## src/rtl/mem_access_stage.sv

```systemverilog
// MEM stage: single-transaction req/ack memory port, stalls EX in WAIT.
// Optional abort-on-timeout when MA_TIMEOUT_EN is defined.
module mem_access_stage #(
  parameter int unsigned DATA_W   = 16,
  parameter int unsigned ADDR_W   = 8,
  parameter int unsigned IDX_W    = 5,
  parameter int unsigned CTRL_W   = 4,
  parameter logic [CTRL_W-1:0] OP_LOAD  = 4'b1101,
  parameter logic [CTRL_W-1:0] OP_STORE = 4'b1110,
  parameter int unsigned TIMEOUT  = 15
) (
  input  logic              clk,
  input  logic              reset,
  input  logic              valid_ex,
  input  logic [CTRL_W-1:0] control_ex,
  input  logic [DATA_W-1:0] result_ex,
  input  logic [DATA_W-1:0] reg_data_ex,
  input  logic [IDX_W-1:0]  dest_reg_index_ex,
  input  logic              dest_reg_write_en_ex,
  output logic              stall_ma,
  output logic              mem_req,
  output logic              mem_we,
  output logic [ADDR_W-1:0] mem_addr,
  output logic [DATA_W-1:0] mem_wdata,
  input  logic              mem_ack,
  input  logic [DATA_W-1:0] mem_rdata,
  output logic              valid_ma,
  output logic [CTRL_W-1:0] control_ma,
  output logic [DATA_W-1:0] result_ma,
  output logic [DATA_W-1:0] data_ma,
  output logic [IDX_W-1:0]  dest_reg_index_ma,
  output logic              dest_reg_write_en_ma,
  output logic              err_ma
);

  generate
    if (ADDR_W > DATA_W || TIMEOUT < 1) begin : g_bad_cfg
      $error("mem_access_stage: bad parameters");
    end
  endgenerate

  typedef enum logic {S_IDLE, S_WAIT} state_t;

  state_t state;

  logic [CTRL_W-1:0] ctrl_q;
  logic [DATA_W-1:0] res_q;
  logic [IDX_W-1:0]  idx_q;
  logic              we_q;

  logic is_load;
  logic is_store;

  assign is_load  = control_ex == OP_LOAD;
  assign is_store = control_ex == OP_STORE;
  assign stall_ma = state == S_WAIT;

`ifdef MA_TIMEOUT_EN
  localparam int unsigned CNT_W = $clog2(TIMEOUT + 1);
  localparam logic [CNT_W-1:0] CNT_LAST = CNT_W'(TIMEOUT - 1);
  logic [CNT_W-1:0] cnt;
`endif

  // Accept ops in IDLE, retire on ack (or timeout) in WAIT.
  always_ff @(posedge clk) begin
    if (reset) begin
      state                <= S_IDLE;
      mem_req              <= 1'b0;
      mem_we               <= 1'b0;
      mem_addr             <= '0;
      mem_wdata            <= '0;
      valid_ma             <= 1'b0;
      control_ma           <= '0;
      result_ma            <= '0;
      data_ma              <= '0;
      dest_reg_index_ma    <= '0;
      dest_reg_write_en_ma <= 1'b0;
      err_ma               <= 1'b0;
      ctrl_q               <= '0;
      res_q                <= '0;
      idx_q                <= '0;
      we_q                 <= 1'b0;
`ifdef MA_TIMEOUT_EN
      cnt                  <= '0;
`endif
    end else begin
      valid_ma <= 1'b0;
      unique case (state)
        S_IDLE: begin
          if (valid_ex && (is_load || is_store)) begin
            ctrl_q    <= control_ex;
            res_q     <= result_ex;
            idx_q     <= dest_reg_index_ex;
            we_q      <= dest_reg_write_en_ex;
            mem_req   <= 1'b1;
            mem_we    <= is_store;
            mem_addr  <= result_ex[ADDR_W-1:0];
            mem_wdata <= is_store ? reg_data_ex : '0;
            state     <= S_WAIT;
`ifdef MA_TIMEOUT_EN
            cnt       <= '0;
`endif
          end else if (valid_ex) begin
            valid_ma             <= 1'b1;
            control_ma           <= control_ex;
            result_ma            <= result_ex;
            data_ma              <= '0;
            dest_reg_index_ma    <= dest_reg_index_ex;
            dest_reg_write_en_ma <= dest_reg_write_en_ex;
            err_ma               <= 1'b0;
          end
        end
        S_WAIT: begin
          if (mem_ack) begin
            valid_ma             <= 1'b1;
            control_ma           <= ctrl_q;
            result_ma            <= res_q;
            data_ma              <= (ctrl_q == OP_LOAD) ?
                                    mem_rdata : '0;
            dest_reg_index_ma    <= idx_q;
            dest_reg_write_en_ma <= we_q;
            err_ma               <= 1'b0;
            mem_req              <= 1'b0;
            mem_we               <= 1'b0;
            mem_wdata            <= '0;
            state                <= S_IDLE;
          end
`ifdef MA_TIMEOUT_EN
          else if (cnt == CNT_LAST) begin
            valid_ma             <= 1'b1;
            control_ma           <= ctrl_q;
            result_ma            <= res_q;
            data_ma              <= '0;
            dest_reg_index_ma    <= idx_q;
            dest_reg_write_en_ma <= 1'b0;
            err_ma               <= 1'b1;
            mem_req              <= 1'b0;
            mem_we               <= 1'b0;
            mem_wdata            <= '0;
            state                <= S_IDLE;
          end else begin
            cnt <= cnt + 1'b1;
          end
`endif
        end
        default: state <= S_IDLE;
      endcase
    end
  end

endmodule
```

## config.mk

```make
export PLATFORM = sky130hd
export DESIGN_NAME = mem_access_stage
export DESIGN_NICKNAME = d
export VERILOG_FILES = /design/src/rtl/mem_access_stage.sv
export SDC_FILE = /design/constraint.sdc
export NUM_CORES = 1
export LEC_CHECK = 0
export BUFFER_PORTS_ARGS = -buffer_cell sky130_fd_sc_hd__buf_2
export CAP_MARGIN = 40
export CORE_MARGIN = 10
export CORE_UTILIZATION = 45
export DETAILED_ROUTE_END_ITERATION = 8
export GPL_TIMING_DRIVEN = 0
export PLACE_DENSITY = 0.76
export SLEW_MARGIN = 20
export SYNTH_ARGS = -nofsm -noshare
export SYNTH_HDL_FRONTEND = slang
export SYNTH_SLANG_ARGS = --single-unit
```

## constraint.sdc

```tcl
create_clock -name clk -period 1.6 [get_ports clk]
set_input_delay 0.16 -clock clk [delete_from_list [all_inputs] [get_ports clk]]
set_output_delay 0.16 -clock clk [all_outputs]
set_load 0.005 [all_outputs]
```

=== Word-level counts from Yosys, hierarchy flattened ===
Cells that the tools add are included.

* Register bits: 97
* Input bits: 62
* Output and inout port bits: 71
* Logic and storage cells: 69

* Equality and inequality tests: 7
* Multiplexer cells: 40
* Bitwise logic cells: 1
* Reduce and logical (&&, ||, !) cells: 5

{| class="wikitable"
|+ Operators by type and width
! kind !! count
|-
| $mux W16 || 10
|-
| $pmux W16 S2 || 3
|-
| $mux W5 || 3
|-
| $mux W1 || 13
|-
| $eq A4 B4 Y1 const B || 3
|-
| $mux W4 || 3
|-
| $pmux W1 S2 || 6
|-
| $pmux W5 S2 || 1
|-
| $ne A2 B2 Y1 const B || 4
|-
| $pmux W4 S2 || 1
|-
| $reduce_and A2 Y1 || 2
|-
| $reduce_and A3 Y1 || 1
|-
| $logic_and A1 B1 Y1 || 1
|-
| $logic_or A1 B1 Y1 || 1
|-
| $not A1 Y1 || 1
|}

=== Longest topological paths before layout ===
* Word-level depth: 5
* Mapped depth: 7
* Gate-level depth less buffers: 3

=== Worst setup path after synthesis ===
Ideal clock, no wire load.

* Kind: register -> register
* Start point: register state (netlist: stall_ma)
* End point: register result_ma[10]
* Library setup time: 0.087 ns
* Arrival time: 1.461 ns
* Data required time: 1.513 ns
* Setup slack: 0.052 ns
* Stages on the path, launching flop included: 8
* Buffers on the path: 4
* Clock period less this slack: 1.548 ns
* Path through: dfxtp_1 -> buf_6 -> and2_1 -> buf_6 -> o31a_1 -> buf_6 -> buf_6 -> a221oi_2

* Longest elaborated chain between the ends: 3
* Elaborated cells on any way between the ends: 6
* Those cells by class: 3 x eq/ne; 1 x mux; 1 x bitwise; 1 x reduce/logical

{| class="wikitable"
|+ RTL lines
! element !! RTL line !! source
|-
| start: declaration || 44 || <nowiki>state_t state;</nowiki>
|-
| start signal: assignment || 67 || <nowiki>state <= S_IDLE;</nowiki>
|-
| start signal: assignment || 99 || <nowiki>state <= S_WAIT;</nowiki>
|-
| start signal: assignment || 126 || <nowiki>state <= S_IDLE;</nowiki>
|-
| $not A1 Y1 (no source line) || -- ||
|-
| $ne A2 B2 Y1 (no source line) || -- ||
|-
| $reduce_and A3 Y1 (no source line) || -- ||
|-
| end signal: assignment || 106 || <nowiki>result_ma <= result_ex;</nowiki>
|-
| end signal: assignment || 117 || <nowiki>result_ma <= res_q;</nowiki>
|-
| end: declaration || 29 || <nowiki>output logic [DATA_W-1:0] result_ma,</nowiki>
|}

Parallel ways exist; a longest one is shown, timed or not.
A chain may end at the register's enable or synchronous reset.

=== Worst setup path in the final report ===
* Start point: register state (netlist: stall_ma)
* End point: register control_ma[2]

* Longest elaborated chain between the ends: 3
* Elaborated cells on any way between the ends: 6
* Those cells by class: 3 x eq/ne; 1 x mux; 1 x bitwise; 1 x reduce/logical

{| class="wikitable"
|+ RTL lines
! element !! RTL line !! source
|-
| $not A1 Y1 (no source line) || -- ||
|-
| $ne A2 B2 Y1 (no source line) || -- ||
|-
| $reduce_and A3 Y1 (no source line) || -- ||
|-
| end signal: assignment || 105 || <nowiki>control_ma <= control_ex;</nowiki>
|-
| end signal: assignment || 116 || <nowiki>control_ma <= ctrl_q;</nowiki>
|-
| end: declaration || 28 || <nowiki>output logic [CTRL_W-1:0] control_ma,</nowiki>
|}

Parallel ways exist; a longest one is shown, timed or not.

==> results.txt <==
The number of antenna violations at the first check in global routing is 0. The path category of the worst min-delay check is in2reg. Cells fill between 50% and 60% of the core in the end.

The routed wire length is roughly 12,000 µm. The largest net degree at the start of global routing came out at 16. The area share of the largest cell type after synthesis came out at between 40 and 50%. The TritonCTS sink count is ~90. The total clock buffers created by CTS is 9.

The buffer depth of the longest clock path came out at 2. The final net count came out at 626. The worst path in the final design needs a cycle of roughly 1.6 ns, including I/O delays and setup. The cell count after placement is 656. In the synthesized netlist, the cells that appear most often are dfxtp_1 (88), nand3_1 (54), a21oi_1 (45). The effective utilization at floorplan is a little under half. The total routing resource utilization after global routing is about 18%.

The area added between synthesis and finish came out at 29.3%. The total global routing overflow came out at 0. The number of vias per cell after detailed routing came out at roughly 5.5. During placement, the flow inserted port buffers numbering about 130. The run finished with clean final reports.

The cell area power density came out at 939 mW/mm². Across the run, the number of max-cap violations was 0. The largest fanout of any net on the critical path is 10.

STA classifies the critical path startpoint as a register. The largest total area in the synthesized netlist belongs to dfxtp_1. The remaining design rule violation count is 0.

The number of warning messages in the yosys log came out at 0. The area of the mapped netlist came out at 0.00392 mm². STA classifies the critical path endpoint as a register. For the worst-skew pair, the clock arrives at the later sink with an insertion delay of 0.35 ns. The maximum achievable frequency is roughly 0.63 GHz. The number of global-route vias before repair is roughly 3,800.

For the final routed database, the setup TNS stands at 0 ns. Setup repair after global routing could not meet its margin everywhere. The number of endpoints with negative hold slack in the final report came out at 0.

The remaining antenna violation count came out at 0. Data on the critical path is required at its endpoint by roughly 1.9 ns. The average size of a mapped cell is 9.41 µm². The setup-violating endpoint count in the final report is 0. The most instantiated flip-flop cell in the synthesis netlist is dfxtp_1. The number of antenna diodes in the final layout is 0.

The number of library cell types mapped by synthesis came out at 29. The number of H-tree levels came out at 3. The floorplan step set the die width to ~110 µm. The number of vias in the routed layout is 3,711. The setup path with the least slack is of type reg2reg. The first global-routing pass estimated between 15,000 and 20,000 µm of wire. By area the synthesized netlist is led by dfxtp_1 (45%), mux2i_1 (10%), a221oi_2 (6.9%). The number of rows in the core area came out at 34. The die extent in y is 113 µm. The total power draw came out at 4760 µW. The root buffer cell chosen for the clock tree is clkbuf_8. The final number of max-transition violations came out at 0. The number of synthesized flops with an enable pin is 0. The routability congestion estimate from global placement came out at approximately 0.79.

The worst slew margin relative to its limit is between 40% and 50%. The number of nets in the synthesized netlist is between 400 and 500. By instance count, the leading cell after synthesis is dfxtp_1.

The clock input transition at the sequential cells of the worst setup and hold paths is 0.09 ns. The count of routing violations after the opening detailed-route iteration came out at roughly 220. The leakage dissipation came out at approximately 0.0021 µW. The ratio of cells with drive above 1 in the final layout came out at between 30 and 40%. The HPWL after detailed placement is 9270 µm. The cell count after synthesis is approximately 420.

The async set-or-reset flop fraction in the synthesized netlist came out at 0%. For the final database, setup skew stands at 0.0104 ns. Summing all placed instances gives a cell area of approximately 0.0047 mm². The highest ir drop seen on vdd came out at approximately 0.00043 V. The first-pass iteration count of the detailed router came out at 6. Of the available clock period, the critical path in the final layout requires roughly 99%. The core area came out at between 0.008 and 0.009 mm². For this run, the number of standard cells in the final layout without fillers is 677. The total I/O pin count is roughly 130. The measured slew at the worst slew-check pin is around 0.81 ns. The sequential fraction of the synthesis area is 44.9%. The routed length per instance came out at roughly 18 µm.

The CTS tree is yes. The number of flip-flops and latches in the synthesized netlist is 88. After routing the design area is 0.00507 mm². The data arrival at the endpoint of the critical path is approximately 1.9 ns.

The full die area came out at 0.0129 mm².
-- worst paths after layout --
check                       start            end  slack [ns]  depth (start not counted)
setup / recovery         stall_ma  control_ma[2]       0.008                          4
hold / removal    reg_data_ex[11]  mem_wdata[11]        0.05                          3
setup reg to reg         stall_ma  control_ma[2]       0.008                          4
hold reg to reg           mem_req        mem_req        0.46                          2
-- layout make-up --
class,instances,area [µm²]
Clock inverter,6,92.6
Buffer,52,314
Clock buffer,10,128
Fill cell,764,3520
Timing Repair Buffer,138,728
Sequential cell,88,1770
Tap cell,108,135
Multi-Input combinational cell,275,1910
-- cell usage in the layout, fill, tap and decap left out, types with 4 or more instances in the layout --
cell and instances:
a21oi_1 45, a221oi_1 4, a221oi_2 21, buf_2 136, buf_4 18, clkbuf_1 22, clkbuf_2 7, clkbuf_8 9
dfxtp_1 87, mux2i_1 40, nand2_1 4, nand2b_1 17, nand3_1 54, nor2_1 29, nor2b_1 5, o211ai_1 17
o21ai_0 23
-- registers in the layout (all words and copies together), names as in the netlist --
register              flops
control_ma                4
ctrl_q                    4
data_ma                  16
dest_reg_index_ma         5
dest_reg_write_en_ma      1
idx_q                     5
mem_addr                  7
mem_req                   1
mem_wdata                16
mem_we                    1
res_q                     9
result_ma                16
stall_ma                  1
valid_ma                  1
we_q                      1
-- per-stage QoR --
step	setup slack [ns]	hold slack, ns
finish	0.00848	0.0464
global route	-0.0557	0.0413
CTS	0.00405	0.0331
detailed placement	-0.143	0.419
global placement	-0.0705	0.414
floorplan	0.0521	0.308
-- cells by family after synthesis --
family	Yosys count	share of synthesized area, %
other cells	1	0.0956
buf+inv	54	7.62
xor+xnor	2	0.638
mux	41	10.5
flops	88	44.9
compound gates	117	21.7
simple gates	114	14.5
-- layer usage --
layer | GRT usage, % | vias to the layer above | part of all wire [%]
li1 | - | 1802 | -
met1 | 21.4 | 1766 | 43
met2 | 30.8 | 127 | 49
met3 | 5.04 | 16 | 7.2
met4 | 5.75 | 0 | 1.4
met5 | 0 | - | 0
-- where the power goes --
part / internal [µW] / switching (µW)
registers: 2270 / 49.8
logic: 320 / 405
clock network: 889 / 825
-- critical path: stages (launching register included) --
cell,delay (ns)
dfxtp_4,0.41
clkbuf_1,0.50
nor2_1,0.09
a221oi_1,0.35
o21a_1,0.18
-- timing repair --
item | in CTS | in global routing
setup endpoints to repair | 73 | 49
gates cloned | 1 | 0
gates resized for setup | 15 | 10
pin swaps | 1 | 0
hold buffers | 0 | 0
setup buffers | 6 | 0
(Power assumes the default switching activity.)
